[src/rtl/vec_seq_pkg.sv]
// Shared definitions for the vec_mul job sequencer: FSM state encoding and
// the default array timing constants also used by the datapath top.
package vec_seq_pkg;

    // Sequencer FSM states
    typedef enum logic [2:0] {
        IDLE   = 3'd0,
        WLOAD  = 3'd1,
        STREAM = 3'd2,
        DRAIN  = 3'd3,
        DONE   = 3'd4
    } seq_state_e;

    // Default address widths
    localparam int DEF_ADDRESSSIZE = 10;
    localparam int DEF_WADDR_BW    = 2;

    // Cycles from ub_valid to the matching result on the array output
    localparam int DEF_LAT         = 33;

    // Cycles weight_reload is held: one SRAM read plus one array latch
    localparam int DEF_WLOAD_CYC   = 2;

endpackage

[src/rtl/vec_mul_sequencer_valid_delay_line.sv]
// valid_delay_line: DEPTH-stage 1-bit shift register that carries the
// activation valid bit forward to the result-write side of the array.
// dout is the last stage. empty is registered and is high once no live
// row sits behind the output stage, i.e. the line holds nothing after the
// current output leaves. This lets the controller leave DRAIN in the same
// cycle as the final write. DEPTH must be at least 2.
module valid_delay_line #(
    parameter int DEPTH = 33
) (
    input  logic clk,
    input  logic rstn,
    input  logic din,
    output logic dout,
    output logic empty
);

    logic [DEPTH-1:0] sr;
    logic [DEPTH-1:0] sr_next;

    assign sr_next = {sr[DEPTH-2:0], din};
    assign dout    = sr[DEPTH-1];

    // Shift the valid bit each cycle; track whether any row is still in flight
    always_ff @(posedge clk or negedge rstn) begin
        if (!rstn) begin
            sr    <= '0;
            empty <= 1'b1;
        end else begin
            sr    <= sr_next;
            empty <= ~|sr_next[DEPTH-2:0];
        end
    end

endmodule

[src/rtl/vec_mul_sequencer.sv]
// vec_mul_sequencer: sequences one vector-multiply job on the vec_mul
// datapath. It loads a weight tile, streams row_count activation rows from
// the unified buffer and writes each result LAT cycles later.
//
// Handshake: start is a single-cycle request. It is accepted only in IDLE,
// and the job configuration is latched at that point. While busy=1, start
// is ignored and never queued. done pulses for one cycle when a job ends,
// and a new start is accepted in the following cycle.
// ub_valid=1 marks ub_addr as a live row for this cycle. res_we=1 marks
// res_addr as the write target for the result on the array output this cycle.
//
// Optional feature: define VEC_SEQ_PERF_EN to add perf_cycles, a saturating
// 16-bit count of busy cycles.
module vec_mul_sequencer
    import vec_seq_pkg::*;
#(
    parameter int ADDRESSSIZE = DEF_ADDRESSSIZE,
    parameter int WADDR_BW    = DEF_WADDR_BW,
    parameter int LAT         = DEF_LAT,
    parameter int WLOAD_CYC   = DEF_WLOAD_CYC
) (
    input  logic                   clk,
    input  logic                   rstn,
    input  logic                   start,
    input  logic [ADDRESSSIZE-1:0] ub_base,
    input  logic [ADDRESSSIZE-1:0] res_base,
    input  logic [ADDRESSSIZE-1:0] row_count,
    input  logic [WADDR_BW-1:0]    wtile,
    output logic [WADDR_BW-1:0]    weight_addr,
    output logic                   weight_reload,
    output logic [ADDRESSSIZE-1:0] ub_addr,
    output logic                   ub_valid,
    output logic                   res_we,
    output logic [ADDRESSSIZE-1:0] res_addr,
    output logic                   busy,
    output logic                   done
`ifdef VEC_SEQ_PERF_EN
    ,
    output logic [15:0]            perf_cycles
`endif
);

    localparam int WL_W = (WLOAD_CYC > 1) ? $clog2(WLOAD_CYC) : 1;
    localparam logic [WL_W-1:0] WL_LAST = WL_W'(WLOAD_CYC - 1);

    seq_state_e state;
    seq_state_e state_n;

    logic                   accept;
    logic [ADDRESSSIZE-1:0] ub_base_q;
    logic [ADDRESSSIZE-1:0] res_base_q;
    logic [ADDRESSSIZE-1:0] row_count_q;
    logic [ADDRESSSIZE-1:0] ub_base_n;
    logic [ADDRESSSIZE-1:0] res_base_n;
    logic [ADDRESSSIZE-1:0] row_count_n;
    logic [ADDRESSSIZE-1:0] row_cnt;
    logic [ADDRESSSIZE-1:0] row_cnt_n;
    logic [ADDRESSSIZE-1:0] wr_cnt;
    logic [ADDRESSSIZE-1:0] wr_cnt_n;
    logic [WL_W-1:0]        wl_cnt;
    logic [WL_W-1:0]        wl_cnt_n;

    logic                   busy_n;
    logic                   done_n;
    logic                   weight_reload_n;
    logic [WADDR_BW-1:0]    weight_addr_n;
    logic                   ub_valid_n;
    logic [ADDRESSSIZE-1:0] ub_addr_n;
    logic [ADDRESSSIZE-1:0] res_addr_n;

    logic                   dl_dout;
    logic                   dl_empty;

    assign accept = (state == IDLE) && start;
    assign res_we = dl_dout;

    valid_delay_line #(
        .DEPTH (LAT)
    ) u_delay (
        .clk   (clk),
        .rstn  (rstn),
        .din   (ub_valid),
        .dout  (dl_dout),
        .empty (dl_empty)
    );

    // State register
    always_ff @(posedge clk or negedge rstn) begin
        if (!rstn) begin
            state <= IDLE;
        end else begin
            state <= state_n;
        end
    end

    // Next-state logic
    always_comb begin
        state_n = state;
        case (state)
            IDLE:    if (start) state_n = (row_count == '0) ? DONE : WLOAD;
            WLOAD:   if (wl_cnt == WL_LAST) state_n = STREAM;
            STREAM:  if (row_cnt == row_count_q - ADDRESSSIZE'(1)) state_n = DRAIN;
            DRAIN:   if (dl_empty) state_n = DONE;
            DONE:    state_n = IDLE;
            default: state_n = IDLE;
        endcase
    end

    // Next values of the job configuration and the load/row/write counters
    always_comb begin
        ub_base_n   = accept ? ub_base   : ub_base_q;
        res_base_n  = accept ? res_base  : res_base_q;
        row_count_n = accept ? row_count : row_count_q;
        wl_cnt_n    = (state == WLOAD) ? wl_cnt + WL_W'(1) : '0;
        row_cnt_n   = row_cnt;
        wr_cnt_n    = wr_cnt;
        if (accept) begin
            row_cnt_n = '0;
            wr_cnt_n  = '0;
        end else begin
            if (state == STREAM) row_cnt_n = row_cnt + ADDRESSSIZE'(1);
            if (dl_dout)         wr_cnt_n  = wr_cnt + ADDRESSSIZE'(1);
        end
    end

    // Configuration latches and counters
    always_ff @(posedge clk or negedge rstn) begin
        if (!rstn) begin
            ub_base_q   <= '0;
            res_base_q  <= '0;
            row_count_q <= '0;
            row_cnt     <= '0;
            wr_cnt      <= '0;
            wl_cnt      <= '0;
        end else begin
            ub_base_q   <= ub_base_n;
            res_base_q  <= res_base_n;
            row_count_q <= row_count_n;
            row_cnt     <= row_cnt_n;
            wr_cnt      <= wr_cnt_n;
            wl_cnt      <= wl_cnt_n;
        end
    end

    // Output decode from the upcoming state, so the registered outputs line up with it
    always_comb begin
        busy_n          = (state_n != IDLE);
        done_n          = (state_n == DONE);
        weight_reload_n = (state_n == WLOAD);
        ub_valid_n      = (state_n == STREAM);
        weight_addr_n   = accept ? wtile : weight_addr;
        ub_addr_n       = ub_base_n + row_cnt_n;
        res_addr_n      = res_base_n + wr_cnt_n;
    end

    // Output registers
    always_ff @(posedge clk or negedge rstn) begin
        if (!rstn) begin
            busy          <= 1'b0;
            done          <= 1'b0;
            weight_reload <= 1'b0;
            weight_addr   <= '0;
            ub_valid      <= 1'b0;
            ub_addr       <= '0;
            res_addr      <= '0;
        end else begin
            busy          <= busy_n;
            done          <= done_n;
            weight_reload <= weight_reload_n;
            weight_addr   <= weight_addr_n;
            ub_valid      <= ub_valid_n;
            ub_addr       <= ub_addr_n;
            res_addr      <= res_addr_n;
        end
    end

`ifdef VEC_SEQ_PERF_EN
    // Busy-cycle counter: cleared on accepted start, saturates, holds after done
    always_ff @(posedge clk or negedge rstn) begin
        if (!rstn) begin
            perf_cycles <= '0;
        end else if (accept) begin
            perf_cycles <= '0;
        end else if (busy && (perf_cycles != 16'hFFFF)) begin
            perf_cycles <= perf_cycles + 16'd1;
        end
    end
`endif

endmodule

[config.mk]
export PLATFORM = sky130hd
export DESIGN_NAME = vec_mul_sequencer
export DESIGN_NICKNAME = d
export VERILOG_FILES = /design/src/rtl/vec_seq_pkg.sv /design/src/rtl/vec_mul_sequencer_valid_delay_line.sv /design/src/rtl/vec_mul_sequencer.sv
export SDC_FILE = /design/constraint.sdc
export NUM_CORES = 1
export LEC_CHECK = 0
export ABC_AREA = 1
export ABC_CLOCK_PERIOD_IN_PS = 7800
export BUFFER_PORTS_ARGS = -buffer_cell sky130_fd_sc_hd__buf_2
export CORE_ASPECT_RATIO = 0.8
export CORE_UTILIZATION = 62
export DETAILED_ROUTE_END_ITERATION = 10
export GPL_ROUTABILITY_DRIVEN = 0
export PLACE_DENSITY = 0.84
export SYNTH_ARGS = -nofsm -noshare
export SYNTH_HDL_FRONTEND = slang
export SYNTH_SLANG_ARGS = --single-unit
[constraint.sdc]
create_clock -name clk -period 7.8 [get_ports clk]
set_input_delay 0 -clock clk [delete_from_list [all_inputs] [get_ports clk]]
set_output_delay 0 -clock clk [all_outputs]
set_load 0.02 [all_outputs]
==> impl_metrics.csv <==
group,metric,value,unit
yosys,synth.avg_cell_area,8.96,sq um
worst_setup_path,required,8.24,ns
clock_tree,cts_buffer_depth,2,
drt,firstDrtPassIters,6,
yosys,ys_seq_elements,114,
yosys,synth-edff-count,0,
layout,nNetsFinal,746,
global_routing,grt_util_all_layers,35.9,%
layout,fin_cells,809,
yosys,synthFlopType,"dfrtp_1",
worst_setup_path,reg2reg_depth,12,
die,initial_core_util,64.7,%
min_path,whs_endpoint,"weight_addr[0]",
clock_tree,cts-root-buf,"clkbuf_8",
global_routing,antenna_found_initial,0,
sta,finalHoldViolations,0,
yosys,syn_nets,637,
die,ios,62,
drt,ant_nets,0,
drt,routed_wl,14.3,mm
worst_setup_path,worstPathMaxFanout,53,
global_routing,grt_pass1_wl,23.6,mm
sta,finalCriticalPeriod,3.95,ns
yosys,syn_inst,579,
layout,diodes,0,
die,num_rows,29,
clock_tree,clk_latency,0.53,ns
flow_run,max_cap_violations,0,
die,core,8020,sq um
drt,viasPerCell,5.76,
place,placedCellCount,741,
yosys,synth_area_leaders,"dfrtp_1 (55%), nand2_1 (12%), ha_1 (5.1%)",
clock_tree,holdBufCountCts,36,
min_path,hold_start,"wtile[0]",
clock_tree,post_cts_buffers,0,
sta,finalCritPeriodShare,50.7,%
yosys,synth_common_cells,"nand2_1 (166), dfrtp_1 (113), inv_1 (59)",
yosys,synth_seq_area_share,55.0,%
yosys,synth_top_area_share,54.5,%
pwr,irDropWorstVdd,266,uV
clock_tree,cts_sinks,114,
worst_setup_path,r2r_setup_slack,3.85,ns
global_routing,grt_start_max_net_pins,91,
die,die_w,104,microns
sta,max_freq,0.253,GHz
place,numPortBuffers,61,
layout,final_area,6590,sq um
run_status,status,"completed",
yosys,yosysWarnings,0,
pwr,power,2740,uW
global_routing,gr-total-overflow,0,
drt,wire_per_inst,17.6,microns
yosys,ys_types,32,
clock_tree,numCtsBuffers,17,
sta,setup_viol,0,
clock_tree,clk_pin_slew,0.06,ns
layout,num-fill-cells,432,
layout,drive_above_1_share,15.5,%
drt,vias,4662,
sta,final_max_slew_viol_count,0,
clock_tree,cts_tree,"yes",
yosys,async_flop_share,100,%
worst_setup_path,timing.rr.start,"state[2]",
pwr,p_leak,0.00341,uW
layout,areaGrowthSynthToFinish,27.1,%
drt,drtIter0Drc,379,
drt,drc,0,
min_path,hp-class,"input pin to flop",
die,die_y,83.8,microns
clock_tree,h-tree-depth,4,
min_path,hold_depth,4,
sta,rsz0062_at_grt,"no",
worst_setup_path,start_kind,"flop",
yosys,mappedNetlistArea,5190,sq um
worst_setup_path,r2r_end,"res_addr[6]",
yosys,yosys.area.top_type,"dfrtp_1",
place,place_area,5600,sq um
worst_setup_path,critPathArrivalTime,4.40,ns
clock_tree,post_cts_resize_count,0,
worst_setup_path,crit_type,"flop to flop",
yosys,synth.most_common_cell,"nand2_1",
sta,max_slew_margin,27.8,%
sta,tns,0,ns
pwr,p_per_area,416,nW/um^2
sta,clock_skew,0.00703,ns
sta,holdWs,0.224,ns
worst_setup_path,end_kind,"flop",
global_routing,grt_pass1_vias,4824,
sta,worstMarginPinSlew,1.08,ns
place,dpl.hpwl,8.11,mm
die,dieArea,8740,sq um
-- logic make-up after synthesis --
logic type	Yosys count	share of synthesized area, %
DFF	114	55.0
buffers and inverters	71	5.23
xor gates and xnor gates	20	3.38
AOI/OAI and AO/OA	62	6.71
adders and majority gates	23	5.84
and+or+nand+nor	289	23.8
-- per-stage QoR --
step           setup slack (ns)  util, %
2_1_floorplan              5.17        -
3_3_place_gp               4.32     69.9
3_5_place_dp               4.15     69.9
4_1_cts                    4.01     82.2
5_1_grt                    3.64     82.2
6_report                   3.85     82.2
-- how the worst max path moves through the flow --
stage / cells after the start / from / end / slack [ns]
6_report: 12 / state[2] / res_addr[6] / 3.85
5_1_grt: 12 / state[2] / res_addr[6] / 3.64
4_1_cts: 12 / state[2] / ub_addr[8] / 4.01
3_5_place_dp: 12 / state[2] / res_addr[6] / 4.15
3_3_place_gp: 12 / state[2] / res_addr[6] / 4.32
2_1_floorplan: 13 / state[2] / res_addr[6] / 5.17
-- metal layers --
| metal | vias to the layer above | GRT usage [%] | wire (microns) |
|---|---|---|---|
| met5 | - | 0 | 0 |
| met4 | 0 | 17.8 | 612 |
| met3 | 69 | 9.68 | 914 |
| met2 | 253 | 59.5 | 7020 |
| met1 | 2240 | 43.4 | 5720 |
| li1 | 2100 | - | - |
-- layout make-up --
cell class	count	area [sq um]	share of cell area, %
Clock buffer	19	432	6.55
Clock inverter	13	196	2.98
Inverter	63	236	3.59
Multi-Input combinational cell	394	2060	31.3
Sequential cell	114	2850	43.3
Tap cell	108	135	2.05
Timing Repair Buffer	98	676	10.3
-- state kept, by name, indices dropped and copies added, names as in the netlist --
signal,cells
weight_addr,2
res_addr,10
busy,1
row_count_q,10
wr_cnt,10
ub_base_q,10
done,1
ub_addr,10
res_base_q,10
weight_reload,1
state,3
u_delay.empty,1
row_cnt,10
wl_cnt,1
u_delay.sr,33
ub_valid,1
-- critical path: stages, from the launching register on --
cell,delay [ns]
dfrtp_1,0.46
nor2_4,0.17
nand3_4,0.48
inv_2,0.75
nand2_1,0.12
nand2_1,0.12
ha_1,0.23
inv_1,0.07
fa_1,0.41
o21ai_0,0.43
a21oi_1,0.12
o21ai_0,0.27
xor2_1,0.22
-- cells in the final DEF, fill, tap and decap left out, drive strengths merged, types with 3 or more instances in the layout --
cell,count
nand2,168
dfrtp,113
inv,68
buf,62
nor2,52
dlygate4sd3,36
nand3,36
a21oi,23
o21ai,23
ha,21
clkbuf,19
xor2,13
nor4,10
nand4,9
nor3,9
xnor2,7
a31oi,6
a21o,5
or2,5
bufinv,4
o21bai,3
-- where the power goes --
part / switching [uW] / leakage, uW / total, uW / internal (uW)
Clock: 296 / 0.000300 / 830 / 533
Sequential: 142 / 0.00145 / 954 / 812
Combinational: 627 / 0.00166 / 957 / 329
Total: 1070 / 0.00341 / 2740 / 1670
Power figures use the tool's default switching activity.
